**config.mk**
```make
export PLATFORM = sky130hd
export DESIGN_NAME = apb_master_bridge
export DESIGN_NICKNAME = d
export VERILOG_FILES = /design/src/rtl/vmicro16_apb_pkg.sv /design/src/rtl/apb_master_bridge.sv
export SDC_FILE = /design/constraint.sdc
export NUM_CORES = 1
export LEC_CHECK = 0
export BUFFER_PORTS_ARGS = -buffer_cell sky130_fd_sc_hd__buf_2
export CAP_MARGIN = 20
export CORE_MARGIN = 4
export CORE_UTILIZATION = 35
export CTS_BUF_LIST = sky130_fd_sc_hd__clkbuf_4
export CTS_CLUSTER_DIAMETER = 200
export DETAILED_ROUTE_END_ITERATION = 8
export PLACE_DENSITY_LB_ADDON = 0.2
export SYNTH_ARGS = -nofsm -noshare
export SYNTH_HDL_FRONTEND = slang
export SYNTH_SLANG_ARGS = --single-unit
export TNS_END_PERCENT = 20
```
**constraint.sdc**
```tcl
create_clock -name S_PCLK -period 1.5 [get_ports S_PCLK]
set_input_delay 0.075 -clock S_PCLK [delete_from_list [all_inputs] [get_ports S_PCLK]]
set_output_delay 0.075 -clock S_PCLK [all_outputs]
set_load 0.005 [all_outputs]
```
**src/rtl/vmicro16_apb_pkg.sv**
```systemverilog
// Shared constants for the APB master bridge: state encoding, default bus width,
// abort read value and timeout counter width.
package vmicro16_apb_pkg;
  localparam int APB_BUS_WIDTH = 16;

  localparam logic [1:0] APB_IDLE   = 2'd0;
  localparam logic [1:0] APB_SETUP  = 2'd1;
  localparam logic [1:0] APB_ACCESS = 2'd2;

  typedef enum logic [1:0] {
    ST_IDLE   = APB_IDLE,
    ST_SETUP  = APB_SETUP,
    ST_ACCESS = APB_ACCESS
  } apb_state_e;

  // Aborted reads return all-ones; replicated to the instance's bus width.
  localparam logic APB_ABORT_BIT = 1'b1;

  // Covers TIMEOUT_CYCLES up to 255.
  localparam int APB_TO_W = 8;
endpackage

```
**src/rtl/apb_master_bridge.sv**
```systemverilog
// Single-beat core request -> APB master (IDLE/SETUP/ACCESS) with registered M_* outputs.
// Optional ACCESS-phase timeout abort is enabled by defining APB_TIMEOUT_EN.
module apb_master_bridge
  import vmicro16_apb_pkg::*;
#(
  parameter int BUS_WIDTH      = APB_BUS_WIDTH,
  parameter int TIMEOUT_CYCLES = 255
) (
  input  logic                 S_PCLK,
  input  logic                 S_PRESETn,
  input  logic                 core_req,
  input  logic                 core_we,
  input  logic [BUS_WIDTH-1:0] core_addr,
  input  logic [BUS_WIDTH-1:0] core_wdata,
  output logic [BUS_WIDTH-1:0] core_rdata,
  output logic                 core_ack,
  output logic                 core_err,
  output logic                 core_busy,
  output logic [BUS_WIDTH-1:0] M_PADDR,
  output logic                 M_PWRITE,
  output logic                 M_PSELx,
  output logic                 M_PENABLE,
  output logic [BUS_WIDTH-1:0] M_PWDATA,
  input  logic [BUS_WIDTH-1:0] M_PRDATA,
  input  logic                 M_PREADY
);

  apb_state_e state, state_nxt;
  logic       done, abort;

`ifdef APB_TIMEOUT_EN
  localparam logic [APB_TO_W-1:0] TO_LAST = APB_TO_W'(TIMEOUT_CYCLES - 1);
  logic [APB_TO_W-1:0] to_cnt;
`endif

  always_comb begin
    state_nxt = state;
    done      = 1'b0;
    abort     = 1'b0;
    case (state)
      ST_IDLE:   if (core_req) state_nxt = ST_SETUP;
      ST_SETUP:  state_nxt = ST_ACCESS;
      ST_ACCESS: begin
        // Ready on the limit cycle still completes normally.
        if (M_PREADY) begin
          done      = 1'b1;
          state_nxt = ST_IDLE;
        end
`ifdef APB_TIMEOUT_EN
        else if (to_cnt == TO_LAST) begin
          abort     = 1'b1;
          state_nxt = ST_IDLE;
        end
`endif
      end
      default:   state_nxt = ST_IDLE;
    endcase
  end

  always_ff @(posedge S_PCLK or negedge S_PRESETn) begin
    if (!S_PRESETn) begin
      state      <= ST_IDLE;
      M_PSELx    <= 1'b0;
      M_PENABLE  <= 1'b0;
      M_PADDR    <= '0;
      M_PWRITE   <= 1'b0;
      M_PWDATA   <= '0;
      core_rdata <= '0;
      core_ack   <= 1'b0;
    end else begin
      state     <= state_nxt;
      M_PSELx   <= (state_nxt != ST_IDLE);
      M_PENABLE <= (state_nxt == ST_ACCESS);
      core_ack  <= done | abort;
      if (state == ST_IDLE && core_req) begin
        M_PADDR  <= core_addr;
        M_PWRITE <= core_we;
        M_PWDATA <= core_wdata;
      end
      if (done && !M_PWRITE)
        core_rdata <= M_PRDATA;
      else if (abort && !M_PWRITE)
        core_rdata <= {BUS_WIDTH{APB_ABORT_BIT}};
    end
  end

  assign core_busy = (state != ST_IDLE);

`ifdef APB_TIMEOUT_EN
  // Counts stalled ACCESS cycles; restarted whenever a new transfer is accepted.
  always_ff @(posedge S_PCLK or negedge S_PRESETn) begin
    if (!S_PRESETn) begin
      to_cnt   <= '0;
      core_err <= 1'b0;
    end else begin
      core_err <= abort;
      if (state == ST_IDLE && core_req)
        to_cnt <= '0;
      else if (state == ST_ACCESS && !M_PREADY)
        to_cnt <= to_cnt + 1'b1;
    end
  end
`else
  logic [31:0] unused_timeout;
  assign unused_timeout = TIMEOUT_CYCLES;
  assign core_err       = 1'b0;
`endif

endmodule

```
==> flow_metrics.tcl, run 1 <==
set metrics [dict create \
    vias 1566 \
    drv_cap 0 \
    yosys.area.top_type "dfrtp_1" \
    worstSetupStartpointType "flop" \
    p_switching_mw 1.638 \
    syn_avg_cell_area_um2 17.43 \
    r2r-start "state[0]" \
    final-max-slew-violation-count 0 \
    whs_ns 0.2080 \
    clk_pin_slew_worst_paths_ns 0.15 \
    seqPwrFrac_pct 46.7 \
    first_pass_iters 4 \
    initial_utilization_pct 37.08 \
    finalClockSkew_ns 0.006803 \
    async_flop_share_pct 100.0 \
    fp.dieArea_um2 7278 \
    syn_area_um2 2092 \
    ir_drop_v 0.0006913 \
    rrSetupSlack_ns 0.09 \
    r2r_cells 3 \
    drc 0 \
    finalSetupViolations 0 \
    grt_pass1_vias 1656 \
    areaGrowthSynthToFinish_pct 57.30 \
    synth-seq-cells 54 \
    p_per_area_nw_per_um2 1657 \
    worstPathArrival_ns 1.67 \
    portBuffers 105 \
    synth-edff-count 0 \
    nNetsFinal 336 \
    synth_cell_types 16 \
    status "finished, final reports clean" \
    grt_pass1_wl_mm 7.948 \
    crit_required_ns 1.76 \
    grt_antenna_before_repair 0 \
    dieWidth_um 85.31 \
    crit_type "reg2reg" \
    routabilityCongestion 0.6343 \
    cts_root_buf "clkbuf_4" \
    ant_nets 0 \
    power.internal_mw 3.816 \
    final-hold-violation-count 0 \
    rsz0062_at_grt "no" \
    antenna_cells 0 \
    critPathMaxFanout 16 \
    hp-class "in2async" \
    fin_total_pwr_mw 5.454 \
    ys.flop_type "dfrtp_1" \
    clock_sinks 54 \
    num_rows 27 \
    core-area_um2 5642 \
    synth.area.top_cells "dfrtp_1 65%, mux2_2 20%, mux2_4 7.2%, buf_6 2.2%, buf_12 0.96%" \
    reg2reg_to "core_rdata[7]" \
    synth-seq-area-share_pct 64.59 \
    max_freq_ghz 0.7094 \
    pwr-share-clk_pct 11.4 \
    drt_iter0_drc 26 \
    instances_no_fill 356 \
    cts_tree "built" \
    synth_top_area_share_pct 64.59 \
    synth.most_common_cell "dfrtp_1" \
    grt_overflow 0 \
    placed_cells 295 \
    ys_warn_count 0 \
    fin_util_pct 58.33 \
    fin_tns_setup_ns 0 \
    p_leak_nw 1.596 \
    clockBufferDepth 2 \
    clock_latency_ns 0.36 \
    cp-end-kind "flop" \
    htreeDepth 2 \
    drive_above_1_share_pct 59.15 \
    min_period_ns 1.410 \
    p_comb_share_pct 42.0 \
    chipHeight_um 85.31 \
    wl_per_cell_um 13.92 \
    io_pins 107 \
    routed_via_density 4.399 \
    grt.total_usage_pct 13.79 \
    synth.top_cells.by_count "54 x dfrtp_1, 38 x mux2_2, 10 x mux2_4" \
    swShare_pct 30.03 \
    dp_hpwl_mm 3.127 \
    num-fill-cells 427 \
    synthCells 120 \
    fin_crit_sh_pct 93.98 \
    syn_nets 173 \
    grt_max_degree 55 \
    cts_made_buffers 5 \
    drt_wl_total_mm 4.957 \
]
repair_timing:
item,in CTS,in global routing
hold buffers,52,0
gates resized for setup,0,2
endpoints found under the hold margin,105,0
setup buffers,0,1
endpoints found under the setup margin,0,1
critical path: stages, from the launching register on:
cell and delay (ns):
dfrtp_1 0.47, and4bb_1 0.33, buf_12 0.18, mux2_2 0.34
power by group through the flow:
stage | Clock, mW | Combinational [mW] | Sequential (mW)
2_1_floorplan | 0 | 1.09 | 2.64
3_3_place_gp | 0 | 2.12 | 2.57
3_5_place_dp | 0 | 2.17 | 2.58
4_1_cts | 0.657 | 2.28 | 2.55
5_1_grt | 0.720 | 2.50 | 2.64
6_report | 0.621 | 2.29 | 2.54
cells in the final DEF, fill, tap and decap left out:
cell / count
and4bb_1: 1
dlygate4sd3_1: 52
and3_1: 1
inv_1: 1
buf_6: 1
o21ai_0: 3
mux2_4: 10
mux2_1: 1
nor3b_4: 1
mux2_2: 38
or2_4: 1
conb_1: 1
clkinv_1: 1
clkinvlp_4: 1
or3b_2: 1
buf_4: 1
clkbuf_4: 5
nor2_1: 1
buf_12: 3
dfrtp_1: 54
buf_2: 105
clkinv_2: 1
flip-flops by register name (all words and copies together), names as in the netlist:
register and flops:
M_PWDATA 16, core_ack 1, state 2, M_PSELx 1, M_PADDR 16, core_rdata 16
M_PWRITE 1, M_PENABLE 1
worst max path at each step:
stage	start	end	slack, ns	cells after the start
6_report	state[0]	core_rdata[7]	0.09	3
5_1_grt	state[0]	M_PWDATA[4]	0.0008	3
4_1_cts	state[1]	core_busy	0.008	3
3_5_place_dp	state[0]	core_rdata[6]	0.11	3
3_3_place_gp	state[0]	core_rdata[7]	0.12	3
2_1_floorplan	state[1]	M_PWDATA[10]	0.07	3
routing by layer:
| metal | vias up | share of wire, % | track usage (%) | routed length [um] |
|---|---|---|---|---|
| li1 | 738 | - | - | - |
| met1 | 739 | 41 | 17.15 | 2045 |
| met2 | 77 | 48 | 22.53 | 2389 |
| met3 | 12 | 8.2 | 4.175 | 407 |
| met4 | 0 | 2.3 | 5.180 | 114 |
| met5 | - | 0 | 0 | 0 |
per-stage QoR:
step | setup WS [ns] | instance area, um2
after global routing | 0.0008089 | 3291
after CTS | 0.008270 | 3277
after global placement | 0.1248 | 2703
final | 0.09027 | 3291
after floorplan | 0.07367 | 2092
after detailed placement | 0.1057 | 2703
layout make-up:
class	instances	area [um2]	area share [%]
well taps	72	90.09	2.738
repair buffers	162	1125	34.18
clock inverters	3	16.27	0.4943
inverters	1	3.754	0.1141
multi-input cells	59	666.9	20.27
clock buffers	5	37.54	1.141
flip-flops and latches	54	1351	41.06
cells by family after synthesis:
logic type / count (synthesis) / share of synthesized area (%)
AOI/OAI and AO/OA: 3 / 0.7175
and+or+nand+nor: 6 / 2.692
DFF: 54 / 64.59
buffers and inverters: 7 / 3.648
muxes: 49 / 28.17
other: 1 / 0.1793
Power figures use the tool's default switching activity.
==> run 2: changes to the inputs <==
ABC_AREA = 1   (was unset)
==> flow_metrics.tcl, run 2 <==
set metrics [dict create \
    synth_top_family_by_area "simple AND/OR/NAND/NOR gates" \
    final-hold-violation-count 0 \
    cts_resized 0 \
    worst-path-buf-inv 2 \
    instances_no_fill 456 \
    drt_wl_total_mm 5.757 \
    max_freq_ghz 0.7572 \
    cpMostUsedCell "nand2_1" \
    async_flop_share_pct 100.0 \
    rrSetupSlack_ns 0.18 \
    syn_area_um2 2097 \
    yosys.area_share.simple_pct 30.01 \
    synth_fa_ha_area_share_pct 0 \
    clockBufferDepth 2 \
    pwr-share-clk_pct 17.1 \
    synth.most_common_cell "nand2_1" \
    initial_utilization_pct 37.17 \
    drt_iter0_drc 74 \
    cp_top_family "simple AND/OR/NAND/NOR gates" \
    routed_via_density 4.327 \
    grt_overflow 0 \
    wl_per_cell_um 12.63 \
    grt.total_usage_pct 16.73 \
    cts_tree "built" \
    synth-seq-area-share_pct 64.44 \
    fin_total_pwr_mw 5.583 \
    routabilityCongestion 0.7332 \
    htreeDepth 2 \
    placed_cells 398 \
    syn_avg_cell_area_um2 9.320 \
    top_regs "M_PADDR x16, M_PWDATA x16, core_rdata x16" \
    dp_hpwl_mm 3.640 \
    synth_top_area_share_pct 64.44 \
    fin_crit_sh_pct 88.05 \
    synth_cell_types 17 \
    grt_antenna_before_repair 0 \
    drive_above_1_share_pct 32.29 \
    seqPwrFrac_pct 45.1 \
    io_pins 107 \
    synth-seq-cells 54 \
    hp-class "in2reg" \
    antenna_cells 0 \
    power.internal_mw 3.619 \
    num_rows 27 \
    vias 1973 \
    yosys.area.top_type "dfrtp_1" \
    first_pass_iters 4 \
    cts_made_buffers 5 \
    fin_tns_setup_ns 0 \
    min_period_ns 1.321 \
    grt_pass1_wl_mm 9.832 \
    ant_nets 0 \
    clock_latency_ns 0.36 \
    grt_max_degree 55 \
    critPathSlowestCell "dfrtp_1" \
    grt_util_met3_pct 4.660 \
    crit_type "reg2reg" \
    synth_compound_area_share_pct 0.8353 \
    synth_xor_area_share_pct 0 \
    max_stage_delay_ns 0.47 \
    post_cts_buffers 0 \
    whs_ns 0.07546 \
    p_per_area_nw_per_um2 1696 \
    finalClockSkew_ns 0.005391 \
    rsz0062_at_grt "no" \
    met1_usage_pct 22.11 \
    drc 0 \
    clock_sinks 54 \
    dieWidth_um 85.41 \
    clk_pin_slew_worst_paths_ns 0.15 \
    busiest_layer "met2" \
    final-max-slew-violation-count 0 \
    nNetsFinal 436 \
    finalSetupViolations 0 \
    syn_nets 278 \
    crit_required_ns 1.82 \
    synthCells 225 \
    p_switching_mw 1.964 \
    drv_cap 0 \
    ys_warn_count 0 \
    ir_drop_v 0.0006782 \
    layout_common_cells "131 x nand2_1, 105 x buf_2, 54 x dfrtp_1, 50 x dlygate4sd3_1, 16 x nand3_1" \
    synth.top_cells.by_count "131 x nand2_1, 54 x dfrtp_1, 16 x nand3_1" \
    ys.flop_type "dfrtp_1" \
    p_comb_share_pct 37.8 \
    swShare_pct 35.18 \
    portBuffers 105 \
    final_common_cell "nand2_1" \
    worstPathArrival_ns 1.64 \
    synth.area.top_cells "dfrtp_1 64%, nand2_1 23%, nand3_1 3.8%, buf_6 2.1%, buf_2 0.95%" \
    grt_use_met2_pct 27.54 \
    chipHeight_um 85.41 \
    fp.dieArea_um2 7294 \
    areaGrowthSynthToFinish_pct 56.98 \
    status "finished, final reports clean" \
    grt_pass1_vias 2016 \
    core-area_um2 5642 \
    cts_root_buf "clkbuf_4" \
    cp-end-kind "flop" \
    worstSetupStartpointType "flop" \
    p_leak_nw 1.873 \
    synth-edff-count 0 \
    fin_util_pct 58.35 \
    worstPathCellList "nor2_2 > nand2_2 > inv_2 > buf_4 > nand2_1 > nand2_1" \
    synthMuxAreaShare_pct 0 \
    critPathMaxFanout 22 \
]
run 2: cell count changes after synthesis, sizes merged, moves of 2 or more:
cell | before | now
nand3 | 0 | 16
inv | 1 | 3
mux2 | 49 | 0
nand2 | 0 | 134
buf | 6 | 10
run 2: area by class of cell:
type	count	area, um2
multi-input combinational	157	650.6
clock buffer	5	37.54
inverter	4	15.01
tap	72	90.09
sequential	54	1351
timing repair buffer	161	1084
fill	507	2350
clock inverter	3	63.81
run 2: metal layers:
metal / share of wire [%] / vias up
met1: 45 / 890
met4: 0.87 / 0
met2: 46 / 76
met3: 8.9 / 5
met5: 0 / -
li1: - / 1002
run 2: path summary, 6_finish.rpt:
path	startpoint	to	depth (start not counted)
max	state[1]	M_PWDATA[12]	6
min	M_PREADY	M_PSELx	3
max in group asynchronous	S_PRESETn	M_PWDATA[8]	3
max reg2reg	state[1]	M_PWDATA[12]	6
min in group asynchronous	S_PRESETn	core_rdata[6]	3
min reg2reg	core_rdata[11]	core_rdata[11]	2
run 2: worst register-to-register path, delay by kind of cell, from the launching register on:
| family | cells | cell delay (ns) |
|---|---|---|
| simple gates | 4 | 0.47 |
| buf+inv | 2 | 0.33 |
| flops | 1 | 0.47 |
run 2: power groups by stage:
stage / combinational [mW] / clock [mW] / sequential (mW)
2_1_floorplan: 0.982 / 0 / 2.58
3_3_place_gp: 1.99 / 0 / 2.55
4_1_cts: 2.14 / 0.982 / 2.53
6_report: 2.11 / 0.954 / 2.52
3_5_place_dp: 2.05 / 0 / 2.53
5_1_grt: 2.41 / 1.03 / 2.62
run 2: cell families (layout without fill, tap and decap cells):
family | count (synthesis) | after routing
AOI/OAI and AO/OA | 3 | 3
buffers and inverters | 14 | 173
DFF | 54 | 54
other | 1 | 1
and+or+nand+nor | 153 | 153
run 2: what timing repair did:
| item | 4_1_cts | 5_1_grt |
|---|---|---|
| endpoints found under the hold margin | 103 | 0 |
| setup endpoints to repair | 0 | 0 |
| hold buffers | 50 | 0 |
run 2: through the flow:
stage	area [um2]	setup WS (ns)
6_report	3292	0.1793
5_1_grt	3292	0.03712
4_1_cts	3292	0.1724
3_5_place_dp	2690	0.1944
3_3_place_gp	2690	0.2430
2_1_floorplan	2097	0.4271
==> run 3: changes to the inputs <==
CORE_ASPECT_RATIO = 1.25   (was unset)
CORE_UTILIZATION = 42   (was 35)
==> flow_metrics.tcl, run 3 (synthesized netlist as in run 2, its figures left out) <==
set metrics [dict create \
    cts_made_buffers 5 \
    critPathSlowestCell "dfrtp_1" \
    num-fill-cells 387 \
    grt_max_degree 55 \
    multi_input_area_um2 650.6 \
    clock_sinks 54 \
    drt_wl_total_mm 5.349 \
    final-max-slew-violation-count 0 \
    cp-end-kind "flop" \
    rrSetupSlack_ns 0.21 \
    routabilityCongestion 0.7339 \
    crit_end "M_PADDR[15]" \
    htreeDepth 2 \
    ant_nets 0 \
    portBuffers 105 \
    wl_met2_mm 2.633 \
    p_per_area_nw_per_um2 1659 \
    clockBufferDepth 2 \
    p_leak_nw 1.861 \
    ir_drop_v 0.0009770 \
    top_layer "met4" \
    grt_overflow 0 \
    routed_via_density 4.431 \
    post_cts_buffers 0 \
    drc 0 \
    grt_antenna_before_repair 0 \
    drv_cap 0 \
    grt.total_usage_pct 18.02 \
    num_rows 28 \
    antenna_cells 0 \
    worst-path-buf-inv 1 \
    fin_total_pwr_mw 5.391 \
    io_pins 107 \
    finalSetupViolations 0 \
    fin_crit_sh_pct 85.85 \
    final_common_cell "nand2_1" \
    fin_util_pct 67.73 \
    core-area_um2 4800 \
    cpMostUsedCell "nand2_1" \
    drive_above_1_share_pct 32.38 \
    worstPathArrival_ns 1.55 \
    fin_tns_setup_ns 0 \
    met3_length_um 426 \
    r2r-start "state[1]" \
    areaGrowthSynthToFinish_pct 55.01 \
    worstPathCellList "nor2_2 > nand2_2 > buf_4 > nand2_1 > nand2_1" \
    grt_pass1_wl_mm 9.018 \
    max_freq_ghz 0.7765 \
    cp_top_family "flip-flops" \
    initial_utilization_pct 43.69 \
    cts_root_buf "clkbuf_4" \
    chipHeight_um 87 \
    reg2reg_to "M_PADDR[15]" \
    wl_per_cell_um 12.07 \
    rsz0062_at_grt "no" \
    r2r_cells 5 \
    whs_ns 0.05805 \
    top_regs "M_PADDR x16, M_PWDATA x16, core_rdata x16" \
    nNetsFinal 435 \
    critPathMaxFanout 27 \
    worstSetupStartpointType "flop" \
    crit_required_ns 1.76 \
    cts_tree "built" \
    drt_iter0_drc 118 \
    crit_type "reg2reg" \
    dp_hpwl_mm 3.442 \
    hp-class "in2reg" \
    fp.dieArea_um2 6194 \
    first_pass_iters 5 \
    vias 1963 \
    placedInstanceArea_um2 2668 \
    finalClockSkew_ns 0.008707 \
    critPathLaunch "state[1]" \
    layout_common_cells "131 x nand2_1, 105 x buf_2, 54 x dfrtp_1, 50 x dlygate4sd3_1, 16 x nand3_1" \
    cp_num_cells 5 \
    final-hold-violation-count 0 \
    clk_pin_slew_worst_paths_ns 0.14 \
    status "finished, final reports clean" \
    seq_area_um2 1351 \
    min_period_ns 1.288 \
    fin_area_um2 3251 \
    dieWidth_um 71.20 \
    clock_latency_ns 0.35 \
    max_stage_delay_ns 0.47 \
    grt_pass1_vias 2018 \
    wl_met1_mm 2.244 \
]
## run 3: cell types whose count changed in the layout (fill, tap and decap cells not counted)
cell / before / now
buf_4: 5 / 4
clkinv_1: 2 / 1
clkbuf_4: 5 / 7
bufinv_16: 2 / 1
## run 3: where the power goes
part | switching [mW] | internal, mW | leakage, nW
combinational | 1.11 | 0.968 | 1.14
clock | 0.407 | 0.391 | 0.0463
sequential | 0.383 | 2.13 | 0.671
## run 3: timing repair
| item | in CTS | in global routing |
|---|---|---|
| resized for setup | 0 | 0 |
| hold endpoints to repair | 103 | 0 |
| hold buffers | 50 | 0 |
## run 3: worst min-delay path by stage
stage               startpoint             to  slack [ns]  cells past startpoint
floorplan            S_PRESETn     M_PADDR[0]       -0.22                      0
global placement     S_PRESETn  core_rdata[6]         0.1                      2
detailed placement   S_PRESETn  core_rdata[1]        0.09                      2
CTS                   M_PREADY       core_ack        0.04                      3
global route          M_PREADY       core_ack        0.05                      3
finish                M_PREADY       core_ack        0.06                      3
## run 3: layout make-up
type / count / share of cell area (%)
clock buffer: 7 / 1.617
inverter: 4 / 0.4619
clock inverter: 1 / 0.9238
timing repair buffer: 160 / 33.10
sequential: 54 / 41.57
multi-input combinational: 157 / 20.02
tap: 60 / 2.309
## run 3: routing by layer
metal	global-route usage, %	vias up
met5	0	-
met4	4.786	0
met3	4.388	4
met2	31.44	81
met1	22.25	876
li1	-	1002
## run 3: per-stage QoR
stage	std cells	setup slack, ns
floorplan	225	0.4271
global placement	385	0.2524
detailed placement	385	0.2358
CTS	443	0.2149
global route	443	0.08128
finish	443	0.2122
## run 3: worst register-to-register path, cell delays in order, from the launching register on
cell and delay [ns]:
dfrtp_1 0.47, nor2_2 0.16, nand2_2 0.14, buf_4 0.26
nand2_1 0.11, nand2_1 0.05
